<file path="src/rtl/spi_pkg.sv">
// Shared definitions for the SPI slave transceiver: mode encodings, FSM states
// and the frame word-count width.
package spi_pkg;

    localparam logic [1:0] MODE0 = 2'b00;
    localparam logic [1:0] MODE1 = 2'b01;
    localparam logic [1:0] MODE2 = 2'b10;
    localparam logic [1:0] MODE3 = 2'b11;

    typedef enum logic {
        IDLE   = 1'b0,
        ACTIVE = 1'b1
    } spi_state_t;

    localparam int WCNT_W = 8;

endpackage

</file>
<file path="src/rtl/spi_sync_edge.sv">
// Multi-flop synchroniser for an asynchronous pin, followed by one history flop
// so rise/fall are decoded from the last two stages of the chain.
module spi_sync_edge
    import spi_pkg::*;
#(
    parameter int   STAGES  = 2,
    parameter logic RST_VAL = 1'b0
) (
    input  logic clk,
    input  logic rst_n,
    input  logic din,
    output logic rise,
    output logic fall
);

    logic [STAGES:0] sync_q;

    always_ff @(posedge clk or negedge rst_n) begin
        if (!rst_n) begin
            sync_q <= {(STAGES + 1){RST_VAL}};
        end else begin
            sync_q <= {sync_q[STAGES-1:0], din};
        end
    end

    assign rise =  sync_q[STAGES-1] & ~sync_q[STAGES];
    assign fall = ~sync_q[STAGES-1] &  sync_q[STAGES];

endmodule

</file>
<file path="src/rtl/spi_slave_xcvr.sv">
// Full-duplex SPI slave, oversampled on clk: any CPOL/CPHA mode, WIDTH-bit words,
// selectable bit order, multi-word frames with abort and word-count reporting.
module spi_slave_xcvr
    import spi_pkg::*;
#(
    parameter int WIDTH       = 8,
    parameter int CPOL        = 0,
    parameter int CPHA        = 0,
    parameter int LSB_FIRST   = 0,
    parameter int SYNC_STAGES = 2
) (
    input  logic             clk,
    input  logic             rst_n,
    input  logic             sck,
    input  logic             mosi,
    input  logic             cs_n,
    output logic             miso,
    output logic             miso_oe,
    input  logic [WIDTH-1:0] tx_data,
    output logic             tx_load,
    output logic [WIDTH-1:0] rx_data,
    output logic             rx_valid,
    output logic             frame_active,
    output logic             frame_abort,
    output logic [7:0]       word_count
);

    localparam int             CNT_W = $clog2(WIDTH);
    localparam logic [CNT_W-1:0] LAST = CNT_W'(WIDTH - 1);
    localparam logic [1:0]     MODE  = 2'(((CPOL & 1) << 1) | (CPHA & 1));
    // Modes 0 and 3 sample on the rising sck edge, modes 1 and 2 on the falling one.
    localparam bit SAMPLE_ON_RISE = (MODE == MODE0) || (MODE == MODE3);

    function automatic logic tx_head(input logic [WIDTH-1:0] v);
        return (LSB_FIRST != 0) ? v[0] : v[WIDTH-1];
    endfunction

    function automatic logic [WIDTH-1:0] tx_adv(input logic [WIDTH-1:0] v);
        return (LSB_FIRST != 0) ? (v >> 1) : (v << 1);
    endfunction

    function automatic logic [WIDTH-1:0] rx_ins(input logic [WIDTH-1:0] v, input logic b);
        return (LSB_FIRST != 0) ? {b, v[WIDTH-1:1]} : {v[WIDTH-2:0], b};
    endfunction

    function automatic logic [WCNT_W-1:0] sat_inc(input logic [WCNT_W-1:0] v);
        return (v == '1) ? v : v + 1'b1;
    endfunction

    logic sck_rise, sck_fall, cs_rise, cs_fall;
    logic [SYNC_STAGES-1:0] mosi_q;
    logic mosi_s;

    spi_sync_edge #(.STAGES(SYNC_STAGES), .RST_VAL(1'(CPOL))) u_sck_sync (
        .clk  (clk),
        .rst_n(rst_n),
        .din  (sck),
        .rise (sck_rise),
        .fall (sck_fall)
    );

    spi_sync_edge #(.STAGES(SYNC_STAGES), .RST_VAL(1'b1)) u_cs_sync (
        .clk  (clk),
        .rst_n(rst_n),
        .din  (cs_n),
        .rise (cs_rise),
        .fall (cs_fall)
    );

    // mosi is taken from the same chain depth as the sck edge decode so they align.
    always_ff @(posedge clk or negedge rst_n) begin
        if (!rst_n) begin
            mosi_q <= '0;
        end else begin
            mosi_q <= {mosi_q[SYNC_STAGES-2:0], mosi};
        end
    end

    assign mosi_s = mosi_q[SYNC_STAGES-1];

    spi_state_t       state;
    logic [CNT_W-1:0] bit_cnt;
    logic [WIDTH-1:0] tx_shift;
    logic [WIDTH-1:0] rx_shift;
    logic [WIDTH-1:0] rx_next;
    logic             rx_vld_p1;
    logic             sample_edge, shift_edge;
    logic             do_start, do_stop, do_sample, do_shift, word_done, do_load;

    assign sample_edge = SAMPLE_ON_RISE ? sck_rise : sck_fall;
    assign shift_edge  = SAMPLE_ON_RISE ? sck_fall : sck_rise;

    assign do_start  = (state == IDLE) && cs_fall;
    assign do_stop   = (state == ACTIVE) && cs_rise;
    assign do_sample = (state == ACTIVE) && !cs_rise && sample_edge;
    // With CPHA=0 the next word's first bit is already on miso after a reload.
    assign do_shift  = (state == ACTIVE) && !cs_rise && shift_edge &&
                       ((CPHA != 0) || (bit_cnt != '0));
    assign word_done = do_sample && (bit_cnt == LAST);
    assign do_load   = do_start || word_done;
    assign rx_next   = rx_ins(rx_shift, mosi_s);

    // p0: edge decode above; p1: rx_data captured; p2: rx_valid presented
    always_ff @(posedge clk or negedge rst_n) begin
        if (!rst_n) begin
            state        <= IDLE;
            bit_cnt      <= '0;
            word_count   <= '0;
            frame_active <= 1'b0;
            miso_oe      <= 1'b0;
            miso         <= 1'b0;
            tx_load      <= 1'b0;
            frame_abort  <= 1'b0;
            rx_vld_p1    <= 1'b0;
            rx_valid     <= 1'b0;
            rx_data      <= '0;
        end else begin
            tx_load     <= do_load;
            frame_abort <= do_stop && (bit_cnt != '0);
            rx_vld_p1   <= word_done;
            rx_valid    <= rx_vld_p1;
            case (state)
                IDLE: begin
                    if (cs_fall) begin
                        state        <= ACTIVE;
                        bit_cnt      <= '0;
                        word_count   <= '0;
                        frame_active <= 1'b1;
                        miso_oe      <= 1'b1;
                        if (CPHA == 0) miso <= tx_head(tx_data);
                    end
                end
                ACTIVE: begin
                    if (cs_rise) begin
                        state        <= IDLE;
                        bit_cnt      <= '0;
                        frame_active <= 1'b0;
                        miso_oe      <= 1'b0;
                        miso         <= 1'b0;
                    end else begin
                        if (do_sample) begin
                            bit_cnt <= word_done ? '0 : bit_cnt + 1'b1;
                            if (word_done) begin
                                rx_data    <= rx_next;
                                word_count <= sat_inc(word_count);
                                if (CPHA == 0) miso <= tx_head(tx_data);
                            end
                        end
                        if (do_shift) miso <= tx_head(tx_shift);
                    end
                end
                default: state <= IDLE;
            endcase
        end
    end

    always_ff @(posedge clk) begin
        if (do_load) begin
            tx_shift <= (CPHA == 0) ? tx_adv(tx_data) : tx_data;
        end else if (do_shift) begin
            tx_shift <= tx_adv(tx_shift);
        end
        if (do_sample) rx_shift <= rx_next;
    end

endmodule

</file>
<file path="config.mk">
export PLATFORM = sky130hd
export DESIGN_NAME = spi_slave_xcvr
export DESIGN_NICKNAME = d
export VERILOG_FILES = /design/src/rtl/spi_pkg.sv /design/src/rtl/spi_sync_edge.sv /design/src/rtl/spi_slave_xcvr.sv
export SDC_FILE = /design/constraint.sdc
export NUM_CORES = 1
export LEC_CHECK = 0
export CAP_MARGIN = 5
export CORE_MARGIN = 2
export CORE_UTILIZATION = 25
export DETAILED_ROUTE_END_ITERATION = 7
export RECOVER_POWER = 25
export SKIP_LAST_GASP = 1
export SLEW_MARGIN = 25
export SYNTH_ARGS = -nofsm -noshare
export SYNTH_HDL_FRONTEND = slang
export SYNTH_SLANG_ARGS = --single-unit
</file>
<file path="constraint.sdc">
create_clock -name clk -period 3.7 [get_ports clk]
set_input_delay 0.74 -clock clk [delete_from_list [all_inputs] [get_ports clk]]
set_output_delay 0.74 -clock clk [all_outputs]
set_load 0.005 [all_outputs]
</file>
==> impl_metrics.yaml <==
sta:
  rsz0062_at_grt: "false"
  fin_tns_setup_ns: 0
  slew_headroom_pct: -20.5
  hold_slack_ns: 0.354
  period_minus_slack_ns: 2.16
  worst_pin_slew_ns: 1.81
  hold_violations: 0
  post-route-period-util_pct: 58.3
  setup_viol: 0
  slew_violations: 35
  finalClockSkew_ns: 0.00600
  timing.fmax_mhz: 463
critical_path:
  critical_path_class: "register to register"
  worstPathArrival_ns: 2.15
  end_kind: "register"
  crit_chain: "ha_1, ha_1, nand4b_4, o21ai_2, a2bb2oi_2, nand2_1"
  critPathLaunchType: "register"
  path_common_cell: "ha_1"
  cp_slowest_cell: "a2bb2oi_2"
  cpPeakStageDelay_ns: 0.44
  cp_max_fo: 10
  crit_buf_inv: 0
  cp.required_ns: 3.69
  cp_top_family: "compound AO/OA/AOI/OAI gates"
clock_network:
  clock_sinks: 48
  cts.reportedPaths.clkPinSlew_ns: 0.09
  cts_htree_levels: 2
  cts_resized: 0
  clk_latency_ns: 0.30
  root_buffer: "clkbuf_8"
  cts_hold_repair.buffers: 0
  clockBufferDepth: 2
  cts_tree: "built"
  cts_inserted_buffers: 5
  post_cts_buffers: 0
final_layout:
  n_antenna_cell: 0
  multi_input_area_sq_um: 719
  final_cells: 296
  synthToLayoutAreaGrowth_pct: 26.3
  seqCellArea_sq_mm: 0.00127
  fill_cells: 837
  nNetsFinal: 207
  drive_gt1_share_pct: 17.8
  utilization_pct: 32.2
global_route:
  grt_pass1_wl_um: 6320
  antenna_found_initial: 0
  grt.overflow.total: 0
  grt_max_degree: 35
  grt_pass1_vias: 1261
  grt_use_total_pct: 8.99
yosys:
  async_flop_share_pct: 70.8
  synth_area_per_cell_sq_um: 13.3
  synth_warnings: 0
  syn_inst: 155
  ys.flop_type: "dfrtp_1"
  seq_area_frac_synth_pct: 61.7
  syn_nets: 172
  synth_top_cell_by_area: "dfrtp_1"
  synth_top_cell_area_share_pct: 37.6
  synth_area_leaders: "dfrtp_1 (38%), edfxtp_1 (20%), mux2_2 (7.1%)"
  ys_ff_latch: 48
  synth_cell_types: 43
  synthesis.area_sq_mm: 0.00207
  synth-edff-count: 14
place:
  gp_congestion: 0.862
  hpwl_um: 2570
  placed_cells: 288
  portBuffers: 34
run_status:
  outcome: "finished, violations left"
  violations: "capacitance limit, slew limit"
drt:
  antenna_left: 0
  post_drt_wl_per_cell_um: 12.4
  first_pass_iters: 4
  vias_per_cell: 4.43
  post-route-drc-count: 0
  routed_wl_um: 3660
  num_vias: 1310
  drt_iter0_markers: 93
die:
  io_pins: 35
  core-area_sq_mm: 0.00809
  die_area_sq_mm: 0.00901
  std_cell_rows: 33
  dieHeight_um: 94.9
  die-width_um: 94.9
  start_util_pct: 25.5
worst_hold_path:
  hold_class: "register to register"
pwr:
  powerDensity_mw_per_mm2: 413
  leakage_nw: 1.10
  vdd_drop_max_mv: 0.220
flow_run:
  maxCapViolCount: 1
-- area by class of cell --
cell class                      instances  share of cell area (%)
Clock buffer                            5                    2.64
Clock inverter                          3                    1.77
Inverter                                9                    1.29
Multi-Input combinational cell         92                    27.6
Sequential cell                        48                    48.9
Tap cell                              105                    5.04
Timing Repair Buffer                   34                    12.8
-- kinds of logic after synthesis --
| group | after synthesis | synth area share (%) |
|---|---|---|
| AND/OR/NAND/NOR | 42 | 12.4 |
| buffers and inverters | 15 | 3.69 |
| multiplexers | 16 | 8.60 |
| AO/OA/AOI/OAI | 29 | 10.7 |
| flip-flops | 48 | 61.7 |
| adder cells (fa/ha/maj) | 5 | 2.91 |
-- worst register-to-register path, cell delays in order (launching register included) --
cell and delay [ns]:
dfrtp_1 0.41, ha_1 0.21, ha_1 0.25, nand4b_4 0.14
o21ai_2 0.08, a2bb2oi_2 0.44, nand2_1 0.33
-- layout by cell type, fill, tap and decap left out, drive strengths merged, types with 2 or more instances in the layout --
master and count:
dfrtp 31, clkdlybuf4s50 30, edfxtp 14, mux2 14
nand2 13, inv 10, o21ai 8, a21oi 6
clkbuf 6, nor2b 5, nand3 5, a211o 4
ha 4, nand2b 4, and3 3, dlygate4sd3 3
dfstp 3, nor3b 2, and4b 2, nand4 2
o2111ai 2, mux2i 2, nor3 2, a2bb2oi 2
-- Yosys cell counts (all sizes together) (2+ instances only) --
master,n
nand4,2
a2bb2oi,2
mux2i,2
nand2,13
nand2b,4
nor2b,5
dfstp,3
nor3,2
a21oi,6
and4b,2
buf,5
dfrtp,31
a211o,4
nand3,5
mux2,14
edfxtp,14
nor3b,2
inv,9
o21ai,8
and3,3
o2111ai,2
ha,4
-- flip-flops by register name, summed over array words and instances (netlist names), 2 cells and up --
register and cells:
rx_data 8, word_count 8, rx_shift 7, tx_shift 7, bit_cnt 3, u_cs_sync.sync_q 3
u_sck_sync.sync_q 3, mosi_q 2
-- per-layer routing --
layer	vias to the layer above	GRT usage, %	part of all wire (%)
li1	630	-	-
met1	643	12.8	49
met2	33	13.1	46
met3	4	2.71	4.7
met4	0	2.66	1.0
met5	-	0	0
-- power breakdown --
group	internal, mW	switching [mW]
combinational	0.0521	0.0438
sequential	0.573	0.0227
clock	0.204	0.183
-- path summary, 6_finish.rpt --
check	depth (start not counted)	end	slack [ns]	start
setup / recovery	6	tx_shift[6]	1.54	bit_cnt[0]
hold / removal	0	rx_valid	0.35	rx_vld_p1
setup reg to reg	6	tx_shift[6]	1.54	bit_cnt[0]
hold reg to reg	0	rx_valid	0.35	rx_vld_p1
max in group asynchronous	1	bit_cnt[1]	1.74	rst_n
min in group asynchronous	1	word_count[0]	0.92	rst_n
-- metrics by stage --
stage | area, sq um | total power [mW] | setup WS [ns]
floorplan | 2070 | 0.654 | 1.76
global placement | 2490 | 0.704 | 1.47
detailed placement | 2490 | 0.705 | 1.48
CTS | 2610 | 1.09 | 1.45
global route | 2610 | 1.14 | 1.29
finish | 2610 | 1.08 | 1.54
(Power assumes the default switching activity.)
==> RTL edit: new RTL, config.mk and constraints unchanged <==
Reset style: synchronous (`rst_n`), changed in 3 clocked blocks. Comments in the files are not updated.
--- a/src/rtl/spi_sync_edge.sv
+++ b/src/rtl/spi_sync_edge.sv
@@ -17,3 +17,3 @@
 
-    always_ff @(posedge clk or negedge rst_n) begin
+    always_ff @(posedge clk) begin
         if (!rst_n) begin
--- a/src/rtl/spi_slave_xcvr.sv
+++ b/src/rtl/spi_slave_xcvr.sv
@@ -70,3 +70,3 @@
     // mosi is taken from the same chain depth as the sck edge decode so they align.
-    always_ff @(posedge clk or negedge rst_n) begin
+    always_ff @(posedge clk) begin
         if (!rst_n) begin
@@ -103,3 +103,3 @@
     // p0: edge decode above; p1: rx_data captured; p2: rx_valid presented
-    always_ff @(posedge clk or negedge rst_n) begin
+    always_ff @(posedge clk) begin
         if (!rst_n) begin
Formal check against the unedited RTL: differs if rst_n is asserted again (counterexample within 4 cycles, from zero or initial values and one cycle with rst_n low); with rst_n held inactive, the same outputs for 10 cycles.
==> RTL edit against the original RTL <==
  * Synthesized area fell by 6.5%
  * Final area fell by 3.7%
  * Power decreased by 3.7%
  * Worst setup slack lost 0.25 ns
  * Die area is 6.2% lower
  * Sequential cell count unchanged
  * Wire length is 9.0% higher
  * Largest power group unchanged
==> RTL edit: results <==
export IMPL_hold_buffers=0
export IMPL_use_met2_pct=15.4
export IMPL_ir_drop_mv=0.166
export IMPL_root_buffer="clkbuf_8"
export IMPL_p_leak_nw=0.839
export IMPL_antenna_cells=0
export IMPL_outcome="finished, final reports clean"
export IMPL_tightest_slew_ns=0.798
export IMPL_cts_resized_gates=0
export IMPL_synth_distinct_cells=37
export IMPL_grt_pass1_vias=1386
export IMPL_drt_wl_total_mm=3.99
export IMPL_critPathMaxFanout=18
export IMPL_grt_antenna_before_repair=0
export IMPL_track_usage_pct=10.0
export IMPL_first_pass_iters=4
export IMPL_cts_reportedPaths_clkPinSlew_ns=0.10
export IMPL_ys_top_cells_by_count="dfxtp_1, nand2_1, a21oi_1, edfxtp_1, o21ai_0"
export IMPL_top_regs="rx_data: 8 flops, word_count: 8 flops"
export IMPL_worstSkewPairLatency_ns=0.31
export IMPL_fin_nets=243
export IMPL_hpwl_mm=2.75
export IMPL_cts_htree_levels=2
export IMPL_grt_max_degree=21
export IMPL_synthTopCellsByArea="dfxtp_1, edfxtp_1, nand2_1"
export IMPL_clock_skew_ns=0.0167
export IMPL_portBuffers=34
export IMPL_drive_gt1_share_pct=7.93
export IMPL_placed_cell_area_mm2=0.00238
export IMPL_yosysSeqAreaShare_pct=57.0
export IMPL_syn_num_nets=209
export IMPL_cts_buffers_inserted=5
export IMPL_synth_async_sr_flop_share_pct=0
export IMPL_place_congestion=0.769
export IMPL_min_path_type="reg2reg"
export IMPL_ys_warnings_count=0
export IMPL_drt_iter0_drc=73
export IMPL_use_met3_pct=3.37
export IMPL_cts_buffer_depth=2
export IMPL_slowest_stage="dfxtp_1"
export IMPL_setup_violations=0
export IMPL_post_cts_buffers=0
export IMPL_synth_edf_count=14
export IMPL_vias_per_cell=4.52
export IMPL_use_met1_pct=13.0
export IMPL_maxCapViolCount=0
export IMPL_fin_setup_tns_ns=0
export IMPL_grt_pass1_wl_mm=6.67
export IMPL_slowest_delay_ns=0.73
## RTL edit: worst paths after layout
kind,start,to,slack (ns),cells after the start
worst max-delay path,state$_SDFF_PN0_,word_count[6]$_SDFFE_PN0P_,1.29,4
worst min-delay path,u_cs_sync.sync_q[0]$_SDFF_PN1_,u_cs_sync.sync_q[1]$_SDFF_PN1_,0.42,1
worst max register to register,state$_SDFF_PN0_,word_count[6]$_SDFFE_PN0P_,1.29,4
worst min register to register,u_cs_sync.sync_q[0]$_SDFF_PN1_,u_cs_sync.sync_q[1]$_SDFF_PN1_,0.42,1
## RTL edit: layout make-up
type                            count  area [um2]
Inverter                            6        22.5
Timing Repair Buffer               37         363
Fill cell                         779        5100
Sequential cell                    48        1100
Clock inverter                      2        38.8
Multi-Input combinational cell    128         764
Clock buffer                        6        93.8
Tap cell                          102         128
## RTL edit: cell families (layout without fill, tap and decap cells)
family,Yosys count,in the layout,share of synthesized area [%]
AOI/OAI and AO/OA,45,45,14.6
adders and majority gates,4,4,2.59
buffers and inverters,16,51,3.43
DFF,48,48,57.0
muxes,6,6,3.50
and+or+nand+nor,73,73,18.8
## RTL edit: layer usage
layer / vias up / wire (um)
met5: - / 0
met4: 0 / 67
li1: 753 / -
met3: 7 / 240
met1: 689 / 1910
met2: 38 / 1770
## RTL edit: per-stage QoR
step	hold WS [ns]	utilization [%]	instances	worst slack (ns)
after floorplan	0.386	-	192	1.69
after global placement	0.393	31.3	321	1.27
after detailed placement	0.403	31.3	321	1.20
after CTS	0.426	33.0	329	1.28
after global routing	0.449	33.0	329	1.04
final	0.419	33.0	329	1.29
## RTL edit: report_power, final
part / internal, W / switching (W)
logic: 0.0000297 / 0.0000237
clock network: 0.000245 / 0.000183
registers: 0.000549 / 0.00000808
total: 0.000823 / 0.000215
## RTL edit: worst max-delay path: cells and delay by family, from the launching register on
kind                   cells  cell delay [ns]
buffers and inverters      1             0.16
AO/OA/AOI/OAI              2             0.72
AND/OR/NAND/NOR            1             0.66
flip-flops                 1             0.73
